==> src/rtl/counter_down_16bit_timer.sv <==
// Loadable down-counting timer: a reload value and prescale are accepted over a valid/ready
// handshake, then the count drops once per prescaled tick and o_tc pulses on each expiry.
module counter_down_16bit_timer #(
  parameter int unsigned WIDTH      = 16,
  parameter int unsigned PRESCALE_W = 8
) (
  input  logic                  i_clk,
  input  logic                  i_rst_async,
  input  logic                  i_load_valid,
  output logic                  o_load_ready,
  input  logic [WIDTH-1:0]      i_load_value,
  input  logic [PRESCALE_W-1:0] i_load_prescale,
  input  logic                  i_auto_reload,
  input  logic                  i_start,
  input  logic                  i_stop,
  output logic [WIDTH-1:0]      o_count,
  output logic                  o_busy,
  output logic                  o_tc
);

  typedef enum logic [1:0] {
    StIdle  = 2'd0,
    StArmed = 2'd1,
    StRun   = 2'd2
  } state_e;

  state_e                  state_q;
  logic [WIDTH-1:0]        count_q;
  logic [WIDTH-1:0]        reload_q;
  logic [PRESCALE_W-1:0]   prescale_q;
  logic [PRESCALE_W-1:0]   psc_q;
  logic                    auto_q;
  logic                    busy_q;
  logic                    tc_q;
  logic                    load_fire;
  logic                    tick;

  // Ready is decoded straight from state so it reads 1 while reset holds the block in idle.
  assign o_load_ready = (state_q != StRun);
  assign load_fire    = i_load_valid & o_load_ready;
  assign tick         = (psc_q == prescale_q);

  always_ff @(posedge i_clk or negedge i_rst_async) begin
    if (!i_rst_async) begin
      state_q    <= StIdle;
      count_q    <= '0;
      reload_q   <= '0;
      prescale_q <= '0;
      psc_q      <= '0;
      auto_q     <= 1'b0;
      busy_q     <= 1'b0;
      tc_q       <= 1'b0;
    end else begin
      tc_q <= 1'b0;
      case (state_q)
        StIdle, StArmed: begin
          // A load outranks a same-cycle start; the start is simply dropped.
          if (load_fire) begin
            reload_q   <= i_load_value;
            prescale_q <= i_load_prescale;
            auto_q     <= i_auto_reload;
            count_q    <= i_load_value;
            psc_q      <= '0;
            state_q    <= StArmed;
            busy_q     <= 1'b0;
          end else if ((state_q == StArmed) && i_start && !i_stop) begin
            psc_q   <= '0;
            state_q <= StRun;
            busy_q  <= 1'b1;
          end
        end
        StRun: begin
          if (i_stop) begin
            // Count and prescaler hold; a tick landing on this cycle is discarded.
            state_q <= StArmed;
            busy_q  <= 1'b0;
          end else if (tick) begin
            psc_q <= '0;
            if (count_q != '0) begin
              count_q <= count_q - WIDTH'(1);
            end else begin
              tc_q <= 1'b1;
              if (auto_q) begin
                count_q <= reload_q;
              end else begin
                state_q <= StIdle;
                busy_q  <= 1'b0;
              end
            end
          end else begin
            psc_q <= psc_q + PRESCALE_W'(1);
          end
        end
        default: begin
          state_q <= StIdle;
          busy_q  <= 1'b0;
        end
      endcase
    end
  end

  assign o_count = count_q;
  assign o_busy  = busy_q;
  assign o_tc    = tc_q;

endmodule

==> config.mk <==
export PLATFORM = sky130hd
export DESIGN_NAME = counter_down_16bit_timer
export DESIGN_NICKNAME = d
export VERILOG_FILES = /design/src/rtl/counter_down_16bit_timer.sv
export SDC_FILE = /design/constraint.sdc
export NUM_CORES = 1
export LEC_CHECK = 0
export CAP_MARGIN = 20
export CELL_PAD_IN_SITES_DETAIL_PLACEMENT = 1
export CELL_PAD_IN_SITES_GLOBAL_PLACEMENT = 1
export CORE_ASPECT_RATIO = 0.6
export CORE_UTILIZATION = 41
export CTS_CLUSTER_DIAMETER = 60
export DETAILED_ROUTE_END_ITERATION = 16
export GPL_ROUTABILITY_DRIVEN = 1
export GPL_TIMING_DRIVEN = 0
export PLACE_DENSITY_LB_ADDON = 0.05
export SETUP_SLACK_MARGIN = 0.02
export SLEW_MARGIN = 15
export SYNTH_ARGS = -nofsm -noshare
export SYNTH_HDL_FRONTEND = slang
export SYNTH_SLANG_ARGS = --single-unit
==> constraint.sdc <==
create_clock -name i_clk -period 3.6 [get_ports i_clk]
set_input_delay 0.36 -clock i_clk [delete_from_list [all_inputs] [get_ports i_clk]]
set_output_delay 0.36 -clock i_clk [all_outputs]
set_load 0.1 [all_outputs]
# Word level (Yosys, flattened, before mapping)
# Cells that the tools add are included.
dict set report word_totals {
  register_bits 53
  in_bits 30
  elab_cells 63
  out_inout_bits 19
}
dict set report op_classes {
  reduce_logical 11
  n_eq_ne 12
  bitwise_logic 1
  muxes 29
  addsub 2
}
# cell n
set ops {}
lappend ops {{$mux W16} 5}
lappend ops {{$mux W8} 4}
lappend ops {{$pmux W16 S2} 1}
lappend ops {{$pmux W8 S2} 1}
lappend ops {{$reduce_bool A16 Y1} 1}
lappend ops {{$sub A16 B1 Y16 const B} 1}
lappend ops {{$ne A3 B3 Y1 const B} 5}
lappend ops {{$mux W2} 6}
lappend ops {{$mux W1} 10}
lappend ops {{$add A8 B1 Y8 const B} 1}
lappend ops {{$eq A8 B8 Y1} 1}
lappend ops {{$ne A2 B2 Y1 const B} 4}
lappend ops {{$reduce_and A5 Y1} 1}
lappend ops {{$pmux W2 S2} 1}
lappend ops {{$reduce_and A4 Y1} 1}
lappend ops {{$reduce_and A3 Y1} 1}
lappend ops {{$eq A2 B1 Y1 const B} 1}
lappend ops {{$eq A2 B2 Y1 const B} 1}
lappend ops {{$logic_and A1 B1 Y1} 2}
lappend ops {{$logic_not A2 Y1} 1}
lappend ops {{$pmux W1 S2} 1}
lappend ops {{$reduce_and A2 Y1} 1}
lappend ops {{$reduce_bool A2 Y1} 1}
lappend ops {{$reduce_or A2 Y1} 1}
lappend ops {{2 further kinds} 2}

# Depth between registers and ports, before layout
# Gate-level depths: netlist of run 1.
dict set report depth {
  depth_word 6
  mapped_depth 9
  depth_no_buf 7
}

# Worst setup path before layout of run 1
# No wires, ideal clock.
dict set report synth_path {
  kind {register -> register}
  start {reg count_q[7], in the netlist o_count[7]}
  end {reg count_q[2], in the netlist o_count[2]}
  path_stages_with_launch 9
  setup_time_ns 0.127
  t_required_ns 3.473
  period_less_slack_ns 2.977
  setup_slack_ns 0.623
  arrival_ns 2.850
  n_path_buf 3
  cell_sequence {dfrtp_1 -> or3_1 -> buf_2 -> or4_4 -> buf_6 -> nor4_4 -> nor2_2 -> buf_6 -> mux2_4}
}
dict set report synth_via {
  elab_chain_cells 5
  elab_cells_between_ends 7
  classes_between {eq/ne (1); mux (4); reduce/logical (2)}
}
# element line
set synth_rtl {}
lappend synth_rtl {{from (decl)} 28} ;# logic [WIDTH-1:0] count_q;
lappend synth_rtl {{from (signal assigned)} 62} ;# count_q <= i_load_value;
lappend synth_rtl {{from (signal assigned)} 80} ;# count_q <= count_q - WIDTH'(1);
lappend synth_rtl {{from (signal assigned)} 84} ;# count_q <= reload_q;
lappend synth_rtl {{$reduce_bool A16 Y1 *} 79} ;# if (count_q != '0) begin
lappend synth_rtl {{$mux W16} 79}
lappend synth_rtl {{$mux W16} 77} ;# end else if (tick) begin
lappend synth_rtl {{$mux W16} 73} ;# if (i_stop) begin
lappend synth_rtl {{$pmux W16 S2} 55} ;# case (state_q)
# Mark *: on every way between the ends. The rest lies on a longest branch, timed or not. The select of a mux whose other input is x is not followed.
# A chain may end at the register's enable or synchronous reset.

# Worst setup path in the final report of run 1
dict set report layout_path {
  start {reg state_q[1]}
  end {out o_load_ready}
}
dict set report layout_via {
  elab_chain_cells 1
}
# element line
set layout_rtl {}
lappend layout_rtl {{from (decl)} 27} ;# state_e state_q;
lappend layout_rtl {{from (signal assigned)} 45} ;# state_q <= StIdle;
lappend layout_rtl {{from (signal assigned)} 64} ;# state_q <= StArmed;
lappend layout_rtl {{from (signal assigned)} 68} ;# state_q <= StRun;
lappend layout_rtl {{$ne A2 B2 Y1} 39} ;# assign o_load_ready = (state_q != StRun);
lappend layout_rtl {{to (decl)} 10} ;# output logic o_load_ready,
# Every way passes these cells.

==> flow_results.org, run 1 <==
** Drt
- The final layout contains routed wiring with a total length of a little over 9 mm.
- For this block, the via count after detailed routing is between 2000 and 3000.
- The detailed router finished its first iteration with between 100 and 150 violations.
- The count of nets left with antenna violations once routing finished came out at 0.
- In the routed design, unresolved DRC markers number 0.
- Dividing the detail-routed wire length by the instance count gives 19.38 um.
- In the routed layout, each cell is associated on average with a via count of 5.722.
- Before antenna repair, the detailed router went through 4 iterations.

** Final layout
- At the end of the flow, the number of nets in the layout was between 400 and 500.
- Leaving out fill and tap cells, the most frequent cells in the layout are sky130_fd_sc_hd__nand2_1 (92), sky130_fd_sc_hd__dfrtp_1 (53), sky130_fd_sc_hd__clkdlybuf4s50_1 (46).
- Share of post-route cells with drive strength above 1 :: 7.273%
- The repair_antennas step left the layout with diodes totalling 0.
- The finished cells cover 3739 um2.
- Layout overhead on the synthesized area :: 24.76%
- The library cell used most frequently in the layout, excluding fill and tap cells, is sky130_fd_sc_hd__nand2_1.

** Clock tree
- After clock tree synthesis, the clock-pin slew on the worst setup and hold paths is 0.07 ns.
- H-tree levels :: 2
- Clock tree from TritonCTS :: done
- Clock Tree Buf Depth :: 2
- The clock net in this run drives a total of 53 sinks.
- Clock tree root buffer cell :: sky130_fd_sc_hd__clkbuf_16
- Later-pin clock latency in the skew report :: around 0.3 ns
- Post-CTS setup-driven buffer insertion count :: 0
- Number of clock buffers inserted by TritonCTS :: 5

** Worst setup path
- Crit. End Element :: output pin
- At the worst endpoint, the arrival time is between 2 and 3 ns.
- Along the worst path, the maximum fanout reaches 10.
- Most common cell on crit path :: sky130_fd_sc_hd__clkbuf_1
- Counting both buffers and inverters, the worst setup path holds a total of 6.
- Critical path type :: register to output pin
- Among all stages on the critical path, the largest delay is contributed by sky130_fd_sc_hd__clkbuf_2.
- Category of the worst setup path launch point :: register
- Data on the critical path is required at its endpoint by about 3.2 ns.
- The cell family contributing the most delay on the critical path is buffers and inverters.
- The signal on the critical path passes through clkbuf_1 -> nor2b_1 -> clkbuf_1 -> inv_2 -> clkbuf_1 -> clkbuf_1 -> clkbuf_2.
- Biggest cell delay along the critical path :: ~0.55 ns

** Global route
- The initial antenna violation count came to 0.
- Overall routing resource usage :: approximately 26%
- Aggregate global routing overflow :: 0
- The via count of the first global-routing pass was about 2600.
- The first global-routing pass estimated 14.42 mm of wire.
- Entering global routing, the biggest net connects 54 pins.

** Synth
- Count of state elements after synthesis :: 53
- In this run the mean area of a mapped cell was 9.081 um2.
- Leading area contributor after synthesis :: sky130_fd_sc_hd__dfrtp_1
- The mapped netlist covers 2997 um2.
- Gate count after technology mapping :: 330
- The top cell type by area accounts for 44.26% of the synthesized area.
- Most area-consuming cells after synthesis :: sky130_fd_sc_hd__dfrtp_1 (44%), sky130_fd_sc_hd__nand2_1 (12%), sky130_fd_sc_hd__mux2_4 (3.0%)
- Yosys printed 0 warnings.
- Count of unique library cells instantiated by Yosys :: 55
- The number of nets in the synthesized netlist is roughly 360.
- Sequential area share after synthesis :: 44.26%

** Placement
- Before CTS, the worst setup slack after placement is 0.06139 ns.
- Routability Congestion :: 0.8015
- HPWL after detailed placement :: between 6 and 7 mm
- Placed Area :: 3583 um2
- During placement, the flow inserted port buffers numbering 48.

** Power and ir drop
- Sequential Power Share :: 40.0%
- Power spread over the standard cell area amounts to approximately 500 nW/um2.
- In this run switching power makes up between 30% and 40% of total power.
- Of the total power, the clock network draws 29.8%.
- In this run the static leakage power is around 1.6 nW.
- VDD sags by at most about 0.17 mV.
- Overall power of the completed layout :: 0.001842 W
- The internal power of the cells totals ~0.0012 W.
- Total net switching power :: 0.0006814 W
- Combinational logic burns 30.2% of the power.

** Floorplan
- Width of the die :: 112.4 um
- The total area inside the core boundary comes to about 6900 um2.
- For this configuration, the core starts out at a cell density of 43.57%.
- Die area :: around 7700 um2
- Total I/O pin count :: 49
- Rows :: 23
- Floorplan die height :: 68.22 um

** STA
- Tcrit/Tclk final :: 88.38%
- Final critical-path required period :: 3.182 ns
- Setup repair after global routing left no endpoint under its margin.
- Setup slack closes at 0.4181 ns.
- Post-Route Setup TNS :: 0 ns
- Timing would allow up to ~310 MHz.
- Actual transition at the worst max-transition pin :: 1.020 ns
- The count of endpoints failing hold in the final timing report came to 0.
- Final Max Slew Viols :: 0
- Headroom to the max-slew limit came out at 31.34%.
- Across all hold checks on the routed design, the worst slack comes to 0.09190 ns.
- The clock arrives with 0.006028 ns of skew.
- Setup violations, final :: 0

** Run status
- The flow ran to the end, and the final reports show no timing, DRC or antenna violations.

** Run
- Max capacitance violation total :: 0

** Min path
- Path category of the worst min-delay check :: input pin to async pin
sequential cells by signal, summed over array words and instances (netlist names):
| register | cells |
|---|---|
| o_count | 16 |
| auto_q | 1 |
| o_tc | 1 |
| prescale_q | 8 |
| state_q | 2 |
| reload_q | 16 |
| psc_q | 8 |
| o_busy | 1 |
layout make-up:
class	count	area (um2)
plain buffers	20	91.34
clock buffers	5	125.1
fillers	820	3139
repair buffers	48	473.0
multi-input cells	253	1564
clock inverters	2	35.03
inverters	4	15.01
well taps	87	108.9
flip-flops and latches	53	1326
cell usage after synthesis (all sizes together):
master and instances:
o21ai 12, o211ai 1, o41ai 2, nor2b 1, xnor2 10, nor4 8
inv 4, o311ai 2, o31ai 8, a221oi 2, or3 4, nor2 15
o31a 1, nor3 5, a311oi 1, a22o 3, or2 1, ha 3
a211oi 8, a32oi 1, nand4 4, a41oi 3, dfrtp 53, nand3b 1
nand2b 3, xor2 9, a21oi 7, buf 3, clkbuf 17, and3 3
nor4b 1, mux2i 1, a31oi 4, or4 3, and2 5, a31o 1
mux2 11, nand2 92, a221o 1, a21o 3, or3b 1, o221ai 3
or4b 1, a2bb2oi 3, nand3 5
layer usage:
| layer | vias up | global-route usage [%] | part of all wire (%) |
|---|---|---|---|
| met5 | - | 0 | 0 |
| met3 | 4 | 4.694 | 4.7 |
| met1 | 1346 | 37.63 | 52 |
| li1 | 1283 | - | - |
| met4 | 0 | 6.000 | 0.68 |
| met2 | 68 | 38.98 | 42 |
worst paths after layout:
kind,endpoint,depth (start not counted),slack (ns),startpoint
min in group i_clk,reload_q[13],2,0.48,reload_q[13]
setup / recovery,o_load_ready,7,0.42,state_q[1]
setup reg to reg,o_count[7],7,0.43,o_count[5]
hold / removal,o_count[9],1,0.09,i_rst_async
hold reg to reg,reload_q[13],2,0.48,reload_q[13]
max in group asynchronous,reload_q[13],1,3.03,i_rst_async
power by group through the flow:
stage	Sequential, W	Combinational, W	Clock [W]
after CTS	0.000736	0.000558	0.000559
after floorplan	0.000933	0.000188	0
after global routing	0.000748	0.000587	0.000580
after detailed placement	0.000747	0.000555	0
final	0.000737	0.000556	0.000549
after global placement	0.000743	0.000544	0
cell families (layout without fill, tap and decap cells):
| logic type | count (synthesis) | count (layout) | share of synthesized area, % |
|---|---|---|---|
| AOI/OAI and AO/OA | 66 | 66 | 15.99 |
| and+or+nand+nor | 153 | 153 | 24.18 |
| adders and majority gates | 3 | 3 | 1.253 |
| DFF | 53 | 53 | 44.26 |
| muxes | 12 | 12 | 5.219 |
| xor gates and xnor gates | 19 | 19 | 5.553 |
| buffers and inverters | 24 | 79 | 3.549 |
what timing repair did:
action	in CTS	in global routing
hold buffers	0	0
endpoints found under the setup margin	1	1
resized for setup	1	2
stage by stage:
stage          instances  util (%)
2_1_floorplan        330         -
3_3_place_gp         465     52.14
3_5_place_dp         465     52.10
4_1_cts              472     54.41
5_1_grt              472     54.36
6_report             472     54.36
Note: power is estimated with default switching activity, not from simulation.
==> run 2, diff against run 1 <==
--- a/config.mk
+++ b/config.mk
@@ -10,7 +10,7 @@
 export CELL_PAD_IN_SITES_GLOBAL_PLACEMENT = 1
 export CORE_ASPECT_RATIO = 0.6
 export CORE_UTILIZATION = 41
-export CTS_CLUSTER_DIAMETER = 60
+export CTS_CLUSTER_DIAMETER = 40
 export DETAILED_ROUTE_END_ITERATION = 16
 export GPL_ROUTABILITY_DRIVEN = 1
 export GPL_TIMING_DRIVEN = 0
==> results of run 2 <==
The final DEF is identical to that of run 1; final timing and power are the same.
